===== config.mk =====
export PLATFORM = sky130hd
export DESIGN_NAME = alu_mc_sequencer
export DESIGN_NICKNAME = d
export VERILOG_FILES = /design/src/rtl/alu_mc_sequencer.sv
export SDC_FILE = /design/constraint.sdc
export NUM_CORES = 1
export LEC_CHECK = 0
export BUFFER_PORTS_ARGS = -buffer_cell sky130_fd_sc_hd__buf_2
export CORE_AREA = 2 2 163 165
export CTS_BUF_LIST = sky130_fd_sc_hd__clkbuf_8
export CTS_CLUSTER_SIZE = 16
export DETAILED_ROUTE_END_ITERATION = 10
export DIE_AREA = 0 0 165 167
export GPL_TIMING_DRIVEN = 1
export SETUP_SLACK_MARGIN = 0.5
export SYNTH_ARGS = -nofsm -noshare
export SYNTH_HDL_FRONTEND = slang
export SYNTH_SLANG_ARGS = --single-unit

===== constraint.sdc =====
create_clock -name clk -period 7.55 [get_ports clk]
set_clock_uncertainty 0.05 [all_clocks]
set_input_delay 0.755 -clock clk [delete_from_list [all_inputs] [get_ports clk]]
set_output_delay 0.755 -clock clk [all_outputs]
set_load 0.005 [all_outputs]

===== src/rtl/alu_mc_sequencer.sv =====
// rtl/alu_mc_sequencer.sv - multicycle issue/hold/capture sequencer in front of the SIMD ALU
//
// Purpose: accepts one ALU op per in_valid/in_ready handshake and latches its operands.
//   The ALU inputs are then held stable with alu_en=1 for ADD_LAT (add/sub) or MUL_LAT
//   (mul even/odd) cycles. After that the ALU result is captured and presented on the
//   out_valid/out_ready port. Unsupported op codes skip the ALU and complete at once with
//   out_illegal=1 and out_data=0.
// Parameters: ADD_LAT, MUL_LAT (1..15).
// Ports:
//   clk, reset (async active-high)
//   in_valid/in_ready, in_type[6], in_ww[2], in_imm[5], in_a/in_b[64]  op request
//   alu_en, alu_type, alu_ww, alu_imm, alu_a, alu_b                     ALU drive
//   alu_dout[64]                                                        ALU result
//   out_valid/out_ready, out_data[64], out_illegal                      result port
//   busy                                                                state != IDLE
// Build option: ALU_MC_PERF_EN adds perf_ops[32] and perf_busy[32] counters.
module alu_mc_sequencer #(
  parameter int ADD_LAT = 1,
  parameter int MUL_LAT = 3
) (
  input  logic        clk,
  input  logic        reset,
  input  logic        in_valid,
  output logic        in_ready,
  input  logic [5:0]  in_type,
  input  logic [1:0]  in_ww,
  input  logic [4:0]  in_imm,
  input  logic [63:0] in_a,
  input  logic [63:0] in_b,
  output logic        alu_en,
  output logic [5:0]  alu_type,
  output logic [1:0]  alu_ww,
  output logic [4:0]  alu_imm,
  output logic [63:0] alu_a,
  output logic [63:0] alu_b,
  input  logic [63:0] alu_dout,
  output logic        out_valid,
  input  logic        out_ready,
  output logic [63:0] out_data,
  output logic        out_illegal,
  output logic        busy
`ifdef ALU_MC_PERF_EN
  ,
  output logic [31:0] perf_ops,
  output logic [31:0] perf_busy
`endif
);

  if (ADD_LAT < 1 || ADD_LAT > 15) begin : g_bad_add_lat
    $error("alu_mc_sequencer: ADD_LAT must be in 1..15");
  end
  if (MUL_LAT < 1 || MUL_LAT > 15) begin : g_bad_mul_lat
    $error("alu_mc_sequencer: MUL_LAT must be in 1..15");
  end

  localparam logic [1:0] S_IDLE = 2'd0;
  localparam logic [1:0] S_EXEC = 2'd1;
  localparam logic [1:0] S_DONE = 2'd2;

  localparam logic [5:0] OP_ADD  = 6'b000101;
  localparam logic [5:0] OP_SUB  = 6'b000110;
  localparam logic [5:0] OP_MULE = 6'b000111;
  localparam logic [5:0] OP_MULO = 6'b001000;

  // Counter preload: EXEC lasts cnt+1 cycles, so load LAT-1.
  localparam logic [3:0] ADD_CNT = 4'(ADD_LAT - 1);
  localparam logic [3:0] MUL_CNT = 4'(MUL_LAT - 1);

  logic [1:0]  state_q, state_d;
  logic [3:0]  cnt_q, cnt_d;
  logic        alu_en_q, alu_en_d;
  logic [5:0]  alu_type_q, alu_type_d;
  logic [1:0]  alu_ww_q, alu_ww_d;
  logic [4:0]  alu_imm_q, alu_imm_d;
  logic [63:0] alu_a_q, alu_a_d;
  logic [63:0] alu_b_q, alu_b_d;
  logic        out_valid_q, out_valid_d;
  logic [63:0] out_data_q, out_data_d;
  logic        out_illegal_q, out_illegal_d;

  logic is_add;
  logic is_mul;

  assign is_add = (in_type == OP_ADD) || (in_type == OP_SUB);
  assign is_mul = (in_type == OP_MULE) || (in_type == OP_MULO);

  always_comb begin
    state_d       = state_q;
    cnt_d         = cnt_q;
    alu_en_d      = alu_en_q;
    alu_type_d    = alu_type_q;
    alu_ww_d      = alu_ww_q;
    alu_imm_d     = alu_imm_q;
    alu_a_d       = alu_a_q;
    alu_b_d       = alu_b_q;
    out_valid_d   = out_valid_q;
    out_data_d    = out_data_q;
    out_illegal_d = out_illegal_q;

    case (state_q)
      S_IDLE: begin
        if (in_valid) begin
          alu_type_d = in_type;
          alu_ww_d   = in_ww;
          alu_imm_d  = in_imm;
          alu_a_d    = in_a;
          alu_b_d    = in_b;
          if (is_add || is_mul) begin
            state_d  = S_EXEC;
            cnt_d    = is_mul ? MUL_CNT : ADD_CNT;
            alu_en_d = 1'b1;
          end else begin
            // Unsupported code: never enable the ALU, complete immediately.
            state_d       = S_DONE;
            out_data_d    = 64'd0;
            out_illegal_d = 1'b1;
            out_valid_d   = 1'b1;
          end
        end
      end
      S_EXEC: begin
        if (cnt_q != 4'd0) begin
          cnt_d = cnt_q - 4'd1;
        end else begin
          out_data_d    = alu_dout;
          out_illegal_d = 1'b0;
          out_valid_d   = 1'b1;
          alu_en_d      = 1'b0;
          state_d       = S_DONE;
        end
      end
      S_DONE: begin
        if (out_ready) begin
          out_valid_d = 1'b0;
          state_d     = S_IDLE;
        end
      end
      default: begin
        state_d     = S_IDLE;
        alu_en_d    = 1'b0;
        out_valid_d = 1'b0;
      end
    endcase
  end

  always_ff @(posedge clk or posedge reset) begin
    if (reset) begin
      state_q       <= S_IDLE;
      cnt_q         <= 4'd0;
      alu_en_q      <= 1'b0;
      alu_type_q    <= 6'd0;
      alu_ww_q      <= 2'd0;
      alu_imm_q     <= 5'd0;
      alu_a_q       <= 64'd0;
      alu_b_q       <= 64'd0;
      out_valid_q   <= 1'b0;
      out_data_q    <= 64'd0;
      out_illegal_q <= 1'b0;
    end else begin
      state_q       <= state_d;
      cnt_q         <= cnt_d;
      alu_en_q      <= alu_en_d;
      alu_type_q    <= alu_type_d;
      alu_ww_q      <= alu_ww_d;
      alu_imm_q     <= alu_imm_d;
      alu_a_q       <= alu_a_d;
      alu_b_q       <= alu_b_d;
      out_valid_q   <= out_valid_d;
      out_data_q    <= out_data_d;
      out_illegal_q <= out_illegal_d;
    end
  end

  assign in_ready    = (state_q == S_IDLE);
  assign busy        = (state_q != S_IDLE);
  assign alu_en      = alu_en_q;
  assign alu_type    = alu_type_q;
  assign alu_ww      = alu_ww_q;
  assign alu_imm     = alu_imm_q;
  assign alu_a       = alu_a_q;
  assign alu_b       = alu_b_q;
  assign out_valid   = out_valid_q;
  assign out_data    = out_data_q;
  assign out_illegal = out_illegal_q;

`ifdef ALU_MC_PERF_EN
  logic [31:0] perf_ops_q, perf_ops_d;
  logic [31:0] perf_busy_q, perf_busy_d;

  always_comb begin
    perf_ops_d  = perf_ops_q + {31'd0, out_valid_q & out_ready};
    perf_busy_d = perf_busy_q + {31'd0, busy};
  end

  always_ff @(posedge clk or posedge reset) begin
    if (reset) begin
      perf_ops_q  <= 32'd0;
      perf_busy_q <= 32'd0;
    end else begin
      perf_ops_q  <= perf_ops_d;
      perf_busy_q <= perf_busy_d;
    end
  end

  assign perf_ops  = perf_ops_q;
  assign perf_busy = perf_busy_q;
`endif

endmodule


==> out/qor.txt <==
=================================================================================
Run status                                                              completed
Syn Nets                                                                    1,003
Drt via density                                                              4.41
Most common library cell in the layout ignoring fill and taps             nand2_1
Clock slew seen by the registers of the worst setup and hold paths        0.06 ns
Number of buffers created by CTS                                               38
Power density relative to cell area                                   282 nW/um^2
Initial standard-cell utilization of the core                               0.312
Endpoint kind of the worst setup timing path                            flip-flop
Post-Synth Adder-Cell Area                                                0.00311
Overall via count from detail_route                                         6,932
Multiplexer fraction of the synthesized cell area                         0.00264
Number of instances resized during post-cts repair                              0
Number of setup buffers added after CTS                                         0
Simple-Gate Fraction of Synth Area                                          0.215
Remaining routing DRC violations                                                0
Synthesis-stage register bit count                                            214
Post-synthesis instance total                                                 792
Wire length of the first global-routing pass                              36.8 mm
Die Wd                                                                     165 um
First drt pass iteration count                                                  4
Die Footprint                                                         27,600 um^2
Largest buffer count on any clock path                                          3
Static leakage                                                         0.00658 uW
Hold buffer count at CTS                                                        0
DR iter-0 viols                                                               348
Detailed-route wire length                                                23.9 mm
Count of filler cells inserted in the layout                                2,559
Pre-CTS WS                                                                4.69 ns
Crit share post-route                                                       0.369
Post-synthesis compound-gate area fraction                                 0.0827
Height of the chip                                                         167 um
Clock tree from TritonCTS                                                     yes
Floorplan Core Area                                                   25,800 um^2
Via count of the first global-routing pass                                  6,895
Portion of the post-synthesis area used by sequential elements              0.666
Top_reg_cell synth                                                        dfrtp_1
Synthesized area per cell                                               10.2 um^2
Leading cell types in the layout, fill and taps excluded             426 x nand2_1, 418 x buf_2, 214 x dfrtp_1
H-tree level count                                                              2
Maximum fanout along the worst path                                            78
Combinational family with the most area after synthesis              simple AND/OR/NAND/NOR gates
Setup repair after global routing missed its margin                            no
Number of max-cap violations                                                    0
Area overhead of the layout relative to synthesis                           38.8%
Post-detailed-route wirelength per cell                                   15.2 um
Slew margin rel.                                                            0.429
Worst path arrival time                                                   3.19 ns
Total track usage                                                           0.168
CTS Root Cell                                                            clkbuf_8
Synth warnings                                                                  0
# setup viols final                                                             0
Number of distinct library cells after synthesis                               31
Grt total ovfl                                                                  0
Number of flops mapped to enable cells by yosys                                 0
Port Buf Inserts                                                              418
Worst hold path type                                                 primary input to async pin
CTS Sinks                                                                     214
Critical Setup Path Class                                            flip-flop to flip-flop
Required @ worst endpoint                                                 7.95 ns
GP Congestion                                                               0.826
Setup TNS                                                                    0 ns
HPWL after DPL                                                            16.7 mm
Pin count of the biggest net entering global routing                           98
Pin slew with the least headroom to its limit                            0.857 ns
Post-layout nets                                                            1,422
Final Max Tran Viols                                                            0
Ant. Diodes                                                                     0
Fmax                                                                    0.359 GHz
Clock latency of the later-clocked register in the worst-skew pair        0.51 ns
Minimum clock period                                                      2.78 ns
Cell area after synthesis                                               8050 um^2
CP startpoint kind                                                      flip-flop
I/O pin count                                                                 419
Async set or reset register ratio after synthesis                            1.00
Floorplan row count                                                            59
Final hold violation count                                                      0
Peak supply drop                                                       0.000135 V
Number of antenna violations at the first check in global routing               0
Synth Area in XOR/XNOR                                                          0
Fraction of layout instances using a drive strength above 1                 0.396
Count of nets left with antenna violations after detail routing                 0
PnR worst setup slack                                                     4.77 ns
=================================================================================
[Yosys cell counts (2+ instances only)]
| library cell | count | area share |
|---|---|---|
| nor2b_1 | 4 | 0.0031 |
| o21ai_0 | 2 | 0.0012 |
| nor2_1 | 5 | 0.0023 |
| buf_1 | 5 | 0.0023 |
| dfrtp_1 | 214 | 0.67 |
| a22o_1 | 64 | 0.070 |
| o21ai_2 | 2 | 0.0022 |
| nand2b_1 | 3 | 0.0023 |
| inv_1 | 4 | 0.0019 |
| ha_1 | 2 | 0.0031 |
| clkbuf_1 | 15 | 0.0070 |
| nand2_1 | 427 | 0.20 |
| buf_2 | 20 | 0.012 |
| buf_6 | 5 | 0.0070 |
| a21oi_1 | 3 | 0.0019 |
| o21a_1 | 2 | 0.0019 |
[area by class of cell]
class,instances,area (um^2),share of cell area
Clock buffer,51,702,0.0628
Multi-Input combinational cell,529,2470,0.221
Tap cell,335,419,0.0375
Clock inverter,14,66.3,0.00594
Timing Repair Buffer,424,2140,0.191
Inverter,4,22.5,0.00202
Sequential cell,214,5360,0.479
[power breakdown]
group	internal (uW)	leakage, uW	switching, uW	total, uW
Combinational	272	0.00340	353	625
Sequential	1350	0.00274	103	1450
Clock	601	0.000434	470	1070
[per-layer routing]
layer	wire length, um	GRT usage
met2	11600	0.281
met1	9410	0.203
met4	853	0.0722
met3	2000	0.0446
met5	0	0
[final timing paths]
kind	startpoint	to	slack, ns	cells after the start
min reg2reg	alu_a[41]	alu_a[41]	0.42	2
max	state_q[1]	alu_b[41]	4.77	5
max in group asynchronous	reset	alu_b[8]	5.78	3
max reg2reg	state_q[1]	alu_b[41]	4.77	5
min	reset	alu_b[10]	0.32	2
min in group clk	in_b[59]	alu_b[59]	0.37	3
[critical path, cell delays in order (launching register included)]
cell,delay [ns]
dfrtp_1,0.42
nor2_1,0.53
and2_4,0.71
buf_4,0.74
nand2_1,0.13
nand2_1,0.09
[cell families after synthesis]
logic type / after synthesis
muxes: 2
adders and majority gates: 2
buffers and inverters: 49
AOI/OAI and AO/OA: 79
and+or+nand+nor: 446
DFF: 214
[sequential cells by signal (all words and copies together), names as in the netlist]
register / cells
alu_ww: 2
out_illegal: 1
alu_a: 64
alu_en: 1
alu_b: 64
cnt_q: 4
alu_type: 6
out_valid: 1
out_data: 64
alu_imm: 5
state_q: 2
[per-stage QoR]
stage,cell area [um^2],power [uW],std cells,hold WS [ns],util
after global routing,11200,3360,1571,0.344,0.434
after floorplan,8050,1760,792,0.414,-
final,11200,3150,1571,0.317,0.434
after detailed placement,10400,2110,1506,0.406,0.404
after CTS,11200,3210,1571,0.316,0.434
after global placement,10400,2100,1506,0.403,0.404
No activity file was read; power rests on OpenSTA's default activity.
